### src/rtl/vedic_div8x4_if.sv
// vedic_div8x4_if
// Handshake and data bundle for the sequential restoring divider.
//   start, dividend, divisor           : request side, driven by the master
//   busy, done, quotient, remainder,
//   div_zero                           : status/result side, driven by the divider
// Modports:
//   master : the requester (drives start/operands, observes results)
//   slave  : the divider itself
interface vedic_div8x4_if #(
    parameter int DW = 8,
    parameter int VW = 4
);
    logic          start;
    logic [DW-1:0] dividend;
    logic [VW-1:0] divisor;
    logic          busy;
    logic          done;
    logic [DW-1:0] quotient;
    logic [VW-1:0] remainder;
    logic          div_zero;

    modport master (
        output start, dividend, divisor,
        input  busy, done, quotient, remainder, div_zero
    );

    modport slave (
        input  start, dividend, divisor,
        output busy, done, quotient, remainder, div_zero
    );
endinterface

### src/rtl/vedic_div8x4.sv
// vedic_div8x4
// Sequential unsigned restoring divider, the inverse of the 4x4 Vedic
// multiplier: DW-bit dividend / VW-bit divisor -> DW-bit quotient and
// VW-bit remainder, one quotient bit per clock.
// Ports:
//   clk    : rising-edge clock
//   rst_n  : synchronous active-low reset; aborts any operation in flight
//   bus    : vedic_div8x4_if.slave (start/dividend/divisor in,
//            busy/done/quotient/remainder/div_zero out, all registered)
// A request is accepted in IDLE or DONE. A zero divisor skips RUN and
// goes straight to DONE with an all-ones quotient and div_zero set.
module vedic_div8x4 #(
    parameter int DW = 8,
    parameter int VW = 4
) (
    input  logic           clk,
    input  logic           rst_n,
    vedic_div8x4_if.slave  bus
);
    localparam int CW = (DW > 1) ? $clog2(DW) : 1;

    typedef enum logic [1:0] {
        IDLE = 2'd0,
        RUN  = 2'd1,
        DONE = 2'd2
    } state_t;

    state_t        state_reg;
    logic [DW-1:0] q_reg;          // dividend shifting out, quotient shifting in
    logic [VW-1:0] d_reg;          // latched divisor
    logic [VW-1:0] r_reg;          // partial remainder (its extra top bit is always 0 between steps)
    logic [CW-1:0] count_reg;
    logic          busy_reg;
    logic          done_reg;
    logic [DW-1:0] quotient_reg;
    logic [VW-1:0] remainder_reg;
    logic          div_zero_reg;

    // One restoring step: bring the next dividend bit into the remainder,
    // trial-subtract the divisor, keep the difference when it fits.
    logic [VW:0]   trial;
    logic          fits;
    logic [VW-1:0] diff;
    logic [VW-1:0] r_next;
    logic [DW-1:0] q_next;

    assign trial  = {r_reg, q_reg[DW-1]};
    assign fits   = (trial >= {1'b0, d_reg});
    // When the subtract is taken the result is below the divisor, so the
    // low VW bits of the difference are the whole answer.
    assign diff   = trial[VW-1:0] - d_reg;
    assign r_next = fits ? diff : trial[VW-1:0];

    assign q_next[0] = fits;
    generate
        for (genvar gi = 1; gi < DW; gi++) begin : g_qshift
            assign q_next[gi] = q_reg[gi-1];
        end
    endgenerate

    always_ff @(posedge clk) begin
        if (!rst_n) begin
            state_reg     <= IDLE;
            q_reg         <= '0;
            d_reg         <= '0;
            r_reg         <= '0;
            count_reg     <= '0;
            busy_reg      <= 1'b0;
            done_reg      <= 1'b0;
            quotient_reg  <= '0;
            remainder_reg <= '0;
            div_zero_reg  <= 1'b0;
        end else begin
            case (state_reg)
                IDLE, DONE: begin
                    if (bus.start) begin
                        if (bus.divisor != '0) begin
                            q_reg        <= bus.dividend;
                            d_reg        <= bus.divisor;
                            r_reg        <= '0;
                            count_reg    <= '0;
                            div_zero_reg <= 1'b0;
                            busy_reg     <= 1'b1;
                            done_reg     <= 1'b0;
                            state_reg    <= RUN;
                        end else begin
                            quotient_reg  <= '1;
                            remainder_reg <= '0;
                            div_zero_reg  <= 1'b1;
                            busy_reg      <= 1'b0;
                            done_reg      <= 1'b1;
                            state_reg     <= DONE;
                        end
                    end else begin
                        done_reg  <= 1'b0;
                        state_reg <= IDLE;
                    end
                end
                RUN: begin
                    // start is deliberately not looked at here
                    q_reg     <= q_next;
                    r_reg     <= r_next;
                    count_reg <= count_reg + CW'(1);
                    if (count_reg == CW'(DW - 1)) begin
                        quotient_reg  <= q_next;
                        remainder_reg <= r_next;
                        busy_reg      <= 1'b0;
                        done_reg      <= 1'b1;
                        state_reg     <= DONE;
                    end
                end
                default: begin
                    busy_reg  <= 1'b0;
                    done_reg  <= 1'b0;
                    state_reg <= IDLE;
                end
            endcase
        end
    end

    assign bus.busy      = busy_reg;
    assign bus.done      = done_reg;
    assign bus.quotient  = quotient_reg;
    assign bus.remainder = remainder_reg;
    assign bus.div_zero  = div_zero_reg;
endmodule

### src/flat_wrapper.sv
// flat-port wrapper written by rule: the top's interface ports become plain ports
module vedic_div8x4_flat 
#(
    parameter int DW = 8,
    parameter int VW = 4
)
  (clk, rst_n, bus_start, bus_dividend, bus_divisor, bus_busy, bus_done, bus_quotient, bus_remainder, bus_div_zero);
  vedic_div8x4_if #(.DW(DW), .VW(VW)) bus_i ();
  input  logic clk;
  input  logic rst_n;
  input wire logic [$bits(bus_i.start)-1:0] bus_start;
  input wire logic [$bits(bus_i.dividend)-1:0] bus_dividend;
  input wire logic [$bits(bus_i.divisor)-1:0] bus_divisor;
  output wire logic [$bits(bus_i.busy)-1:0] bus_busy;
  output wire logic [$bits(bus_i.done)-1:0] bus_done;
  output wire logic [$bits(bus_i.quotient)-1:0] bus_quotient;
  output wire logic [$bits(bus_i.remainder)-1:0] bus_remainder;
  output wire logic [$bits(bus_i.div_zero)-1:0] bus_div_zero;
  assign bus_i.start = bus_start;
  assign bus_i.dividend = bus_dividend;
  assign bus_i.divisor = bus_divisor;
  assign bus_busy = bus_i.busy;
  assign bus_done = bus_i.done;
  assign bus_quotient = bus_i.quotient;
  assign bus_remainder = bus_i.remainder;
  assign bus_div_zero = bus_i.div_zero;
  vedic_div8x4 #(.DW(DW), .VW(VW)) u_core (.clk(clk), .rst_n(rst_n), .bus(bus_i));
endmodule
### config.mk
export PLATFORM = sky130hd
export DESIGN_NAME = vedic_div8x4_flat
export DESIGN_NICKNAME = d
export VERILOG_FILES = /design/src/rtl/vedic_div8x4_if.sv /design/src/rtl/vedic_div8x4.sv /design/src/flat_wrapper.sv
export SDC_FILE = /design/constraint.sdc
export NUM_CORES = 1
export LEC_CHECK = 0
export CAP_MARGIN = 20
export CORE_ASPECT_RATIO = 0.6
export CORE_MARGIN = 3
export CORE_UTILIZATION = 45
export CTS_CLUSTER_SIZE = 14
export DETAILED_ROUTE_END_ITERATION = 8
export GPL_TIMING_DRIVEN = 0
export PLACE_DENSITY = 0.76
export REMOVE_ABC_BUFFERS = 1
export SLEW_MARGIN = 30
export SYNTH_ARGS = -nofsm -noshare
export SYNTH_HDL_FRONTEND = slang
export SYNTH_SLANG_ARGS = --single-unit
### constraint.sdc
create_clock -name clk -period 2.65 [get_ports clk]
set_clock_uncertainty 0.05 [all_clocks]
set_input_delay 0.3975 -clock clk [delete_from_list [all_inputs] [get_ports clk]]
set_output_delay 0.3975 -clock clk [all_outputs]
set_load 0.03 [all_outputs]
Word-level counts from Yosys, hierarchy flattened

Cells that the tools add are included.

Input bits: 15
ROM bits: 0
Output and inout bits: 15
Register bits: 36
Memory bits (writable): 0
Logic and storage cells: 59
Memories: 0
Bits in latches: 0

Equal/unequal tests: 7
Multiply operators: 0
$lt $le $gt $ge: 1
Reductions and logical operators: 9
Mux-type cells: 30
Bitwise gates (word level): 0
Add/subtract/negate cells: 2
Divide/modulo/power cells: 0
Shifts and indexed selects: 0

Operator list:

| kind                                                                    | number |
|---|---|
| 8-bit 2-to-1 mux                                                        | 5 |
| 8-bit one-hot mux with 2 select lines                                   | 2 |
| 4-bit 2-to-1 mux                                                        | 6 |
| 4-bit one-hot mux with 2 select lines                                   | 2 |
| 1-bit 2-to-1 mux                                                        | 6 |
| 2-bit 2-to-1 mux                                                        | 3 |
| 3-bit 2-to-1 mux                                                        | 2 |
| 3-bit one-hot mux with 2 select lines                                   | 1 |
| 3-bit AND reduction                                                     | 2 |
| 5-bit by 4-bit >= comparator with 1-bit output                          | 1 |
| 2-bit by 1-bit inequality test with 1-bit output, second input constant | 2 |
| 2-bit inequality test, second input constant                            | 2 |
| 1-bit one-hot mux with 2 select lines                                   | 2 |
| 2-bit one-hot mux with 2 select lines                                   | 1 |
| 2-bit AND reduction                                                     | 2 |
| 4-bit AND reduction                                                     | 1 |
| 4-bit nonzero test                                                      | 1 |
| 4-bit subtractor                                                        | 1 |
| 3-bit by 1-bit adder with 3-bit output, second input constant           | 1 |
| 3-bit == test, second input constant                                    | 1 |
| 2-bit by 1-bit == test with 1-bit output, second input constant         | 1 |
| 2-bit == test, second input constant                                    | 1 |
| 2-bit logical NOT                                                       | 1 |
| 2-bit nonzero test                                                      | 1 |
| 2-bit OR reduction                                                      | 1 |

Depth between registers and ports, before layout

Depth in word-level cells: 4
Depth in mapped cells: 8
Mapped depth without buffers: 7

Least setup slack after synthesis

No wires, ideal clock.

Path kind: register to register
Start point: register u_core.q_reg[7]
End point: register u_core.r_reg[0]
Arrival time: 1.742 ns
Cell stages (with the launch flop): 9
Library setup time: 0.117 ns
Buffers on the path: 1
Setup slack: 0.740 ns
Data required time: 2.483 ns
Period minus slack after synthesis: 1.910 ns
Cell sequence: dfxtp_1 -> inv_1 -> ha_1 -> nor3b_1 -> o21bai_1 -> a211o_1 -> clkbuf_1 -> mux2i_1 -> a32o_1

Cells in the longest elaborated chain, start to end: 3
Elaborated cells between the ends (all ways): 4
Classes of those cells: add/sub: 1; order compare: 1; mux: 2

Ends and longest elaborated chain:

| element                                                                                   | line                                   | RTL |
|---|---|---|
| start, declared                                                                           | vedic_div8x4.sv:29                     | `logic [DW-1:0] q_reg;` |
| start signal, assigned                                                                    | vedic_div8x4.sv:78                     | `q_reg <= bus.dividend;` |
| start signal, assigned                                                                    | vedic_div8x4.sv:101                    | `q_reg <= q_next;` |
| 4-bit subtractor / 5-bit by 4-bit >= comparator with 1-bit output (equally long branches) | vedic_div8x4.sv:51, vedic_div8x4.sv:48 |  |
| 4-bit 2-to-1 mux (*)                                                                      | vedic_div8x4.sv:52                     | `assign r_next = fits ? diff : trial[VW-1:0];` |
| 4-bit one-hot mux with 2 select lines (*)                                                 | vedic_div8x4.sv:74                     | `case (state_reg)` |
| end signal, assigned                                                                      | vedic_div8x4.sv:102                    | `r_reg <= r_next;` |
| end, declared                                                                             | vedic_div8x4.sv:31                     | `logic [VW-1:0] r_reg;` |

Mark *: on every way between the ends. The rest lies on a longest branch, timed or not.
A chain may end at the register's enable or synchronous reset.

==> metrics.md <==
| Metric | Value |
|---|---|
| Status | `complete, no violations` |
| Max FO, Critical Path | `23` |
| PD cells | `635 nW/um2` |
| 1st-iter DRT viols | `67` |
| Worst Reg2Reg Path Length in Cells | `5` |
| Yosys reg bits | `35` |
| CTS tree | `built` |
| Clock root buffer master | `clkbuf_8` |
| WL per Instance | `15.6 um` |
| Final hold violation count | `0` |
| Die Y-Extent | `52.9 um` |
| Clock period minus worst slack | `2.36 ns` |
| Number of vias per cell | `5.59` |
| Drt pass-1 iters | `4` |
| Max Clock Freq | `424 MHz` |
| Ant. Diodes | `0` |
| Global-route wire length before repair | `5950 um` |
| GPL Wtd Cong | `0.790` |
| Endpoint class of the critical path | `flop` |
| Critical Path RT | `2.77 ns` |
| Initial antenna violation count | `0` |
| Setup TNS | `0 ns` |
| Clock sink total | `35` |
| H-tree level count | `2` |
| Flop-to-flop setup slack | `0.29 ns` |
| Core Area | `3380 um2` |
| Crit path kind | `flop to flop` |
| Largest net degree at the start of global routing | `40` |
| Die width | `84.1 um` |
| Gr ovfl total | `0` |
| Hold-fix buffer count after cts | `0` |
| Tightest Hold Check Type | `flop to flop` |
| Rows | `16` |
| Via count | `1285` |
| Number of global-route vias before repair | `1219` |
| RSZ-0062 raised after global routing | `no` |
| Data arrival, critical path | `2.48 ns` |
| Cts bufs inserted | `5` |
| Die ar. | `4440 um2` |
| VDD IR max | `276 uV` |
| Post-Synth XOR/XNOR Area | `0.532%` |
| Max-Cap Viols | `0` |
| Total Wirelength | `3590 um` |
| Port bufs | `29` |
| Post-CTS Setup Bufs | `0` |
| Share of post-route cells with drive strength above 1 | `10.8%` |
| Clk slew on worst S/H paths | `0.07 ns` |
| Syn Area/Cell | `10.3 um2` |
| Nets | `207` |
| Cell variety after synth | `37` |
| Post-Syn Area | `1650 um2` |
| PostCTS Resize Cnt | `0` |
| Hold path depth | `1` |
| Critical Path Source | `u_core.bus.done` |
| Post-Synth Simple-Gate Area | `15.7%` |
| Initial core utilization | `48.7%` |
| Synth Area in Adders | `5.78%` |
| # DRC | `0` |
| Ys Warns | `0` |
| Slew @ Worst Pin | `0.847 ns` |
| CTS max path bufs | `2` |
| Startpoint types | `flop` |
| Sequential fraction of the synthesis area | `42.6%` |
| Final-report max-slew violation count | `0` |
| Relative slew slack | `43.5%` |
| Mux cell area share after synthesis | `8.51%` |
| Detailed placement HPWL | `2560 um` |
| Final worst-path cycle share | `89.0%` |
| Setup violations, final | `0` |
| Layout area overhead | `20.9%` |
| Worst setup path end | `u_core.bus.remainder[3]` |
| Finished Core Util | `58.8%` |
| R2R Path End | `u_core.bus.remainder[3]` |
| Later-pin clock latency in the skew report | `0.28 ns` |
| Synth Area in Compound Gates | `20.7%` |
| Cell count after synthesis | `160` |
| Post-DRT Antenna Nets | `0` |
| GRT Resource Usage Total | `17.2%` |
| Ports | `30` |
| Leak | `0.854 nW` |
| Largest family of logic cells by synthesized area | `compound AO/OA/AOI/OAI gates` |
| Reg2reg start | `u_core.bus.done` |
[layout by cell type, fill, tap and decap left out, types with 2 or more instances in the layout]
| cell | instances |
|---|---|
| a21oi_1 | 3 |
| a32o_1 | 4 |
| and2_1 | 4 |
| clkbuf_8 | 6 |
| clkdlybuf4s50_1 | 28 |
| dfxtp_1 | 35 |
| ha_1 | 6 |
| inv_1 | 5 |
| mux2i_1 | 14 |
| nand2_1 | 15 |
| nand2b_1 | 2 |
| nand3_1 | 3 |
| nor2_1 | 6 |
| nor2b_1 | 8 |
| o211a_1 | 8 |
| o21ai_0 | 8 |
| o221a_2 | 9 |
[how the worst min path moves through the flow]
stage,from,endpoint
5_1_grt,u_core.bus.remainder[1],u_core.bus.remainder[1]
3_3_place_gp,u_core.bus.remainder[2],u_core.bus.remainder[2]
3_5_place_dp,u_core.bus.remainder[1],u_core.bus.remainder[1]
6_report,u_core.bus.remainder[0],u_core.bus.remainder[0]
4_1_cts,u_core.bus.remainder[1],u_core.bus.remainder[1]
2_1_floorplan,u_core.r_reg[2],u_core.r_reg[2]
[through the flow]
stage	cells	setup WS, ns	instance area, um2	total power (W)	hold slack, ns
6_report	230	0.291	1990	0.00126	0.454
5_1_grt	230	0.0770	1990	0.00133	0.500
4_1_cts	230	0.287	1990	0.00127	0.460
3_5_place_dp	223	0.0896	1900	0.000892	0.439
3_3_place_gp	223	0.129	1910	0.000880	0.418
2_1_floorplan	149	0.560	1560	0.000789	0.420
[cells by family after synthesis]
family          count (synthesis)
simple gates                   47
buf+inv                        16
mux                            14
flops                          35
compound gates                 40
fa+ha+maj                       7
xor+xnor                        1
[Yosys cell counts, drive strengths merged]
cell	instances	share of area [%]
o211ai	1	0.46
dfxtp	35	43
or3	1	0.38
and3b	1	0.53
nand2	15	3.4
ha	6	4.6
and2b	1	0.46
o21a	1	0.46
fa	1	1.2
inv	5	1.1
nand2b	2	0.76
mux2i	14	8.5
xnor2	1	0.53
and3	1	0.38
nor2b	9	3.9
o311a	1	0.61
o41ai	1	0.53
buf	5	3.8
a21oi	3	0.91
nand4	1	0.38
o21ai	8	2.4
or4	1	0.68
o221a	9	6.2
o211a	8	4.9
a211oi	1	0.46
clkbuf	6	1.4
o22ai	1	0.38
and2	4	1.5
nand3	3	0.91
a32o	4	2.4
nor2	6	1.4
nor3b	1	0.46
or2b	1	0.53
o21bai	1	0.46
a211o	1	0.53
[power by group]
part           internal, W  switching, W
registers         0.000568     0.0000286
clock network     0.000204      0.000178
logic             0.000131      0.000155
[worst max-delay path, stage by stage, from the launching register on]
cell and delay, ns:
dfxtp_1 0.36, nand2b_1 0.68, o22ai_1 0.25, and2b_1 0.51, o21ai_0 0.16, o221a_2 0.25
[routing by layer]
layer | vias to the layer above | GRT usage [%] | routed length (um)
li1 | 637 | - | -
met1 | 619 | 24.2 | 1830
met2 | 24 | 26.4 | 1580
met3 | 5 | 4.51 | 157
met4 | 0 | 4.01 | 22
met5 | - | 0 | 0
[area by class of cell]
cell class / instances / area [um2]
multi-input combinational: 109 / 842
clock buffer: 6 / 82.6
timing repair buffer: 29 / 285
tap: 45 / 56.3
sequential: 35 / 701
clock inverter: 1 / 5.00
inverter: 5 / 18.8
fill: 297 / 1390
No activity file was read; power rests on OpenSTA's default activity.
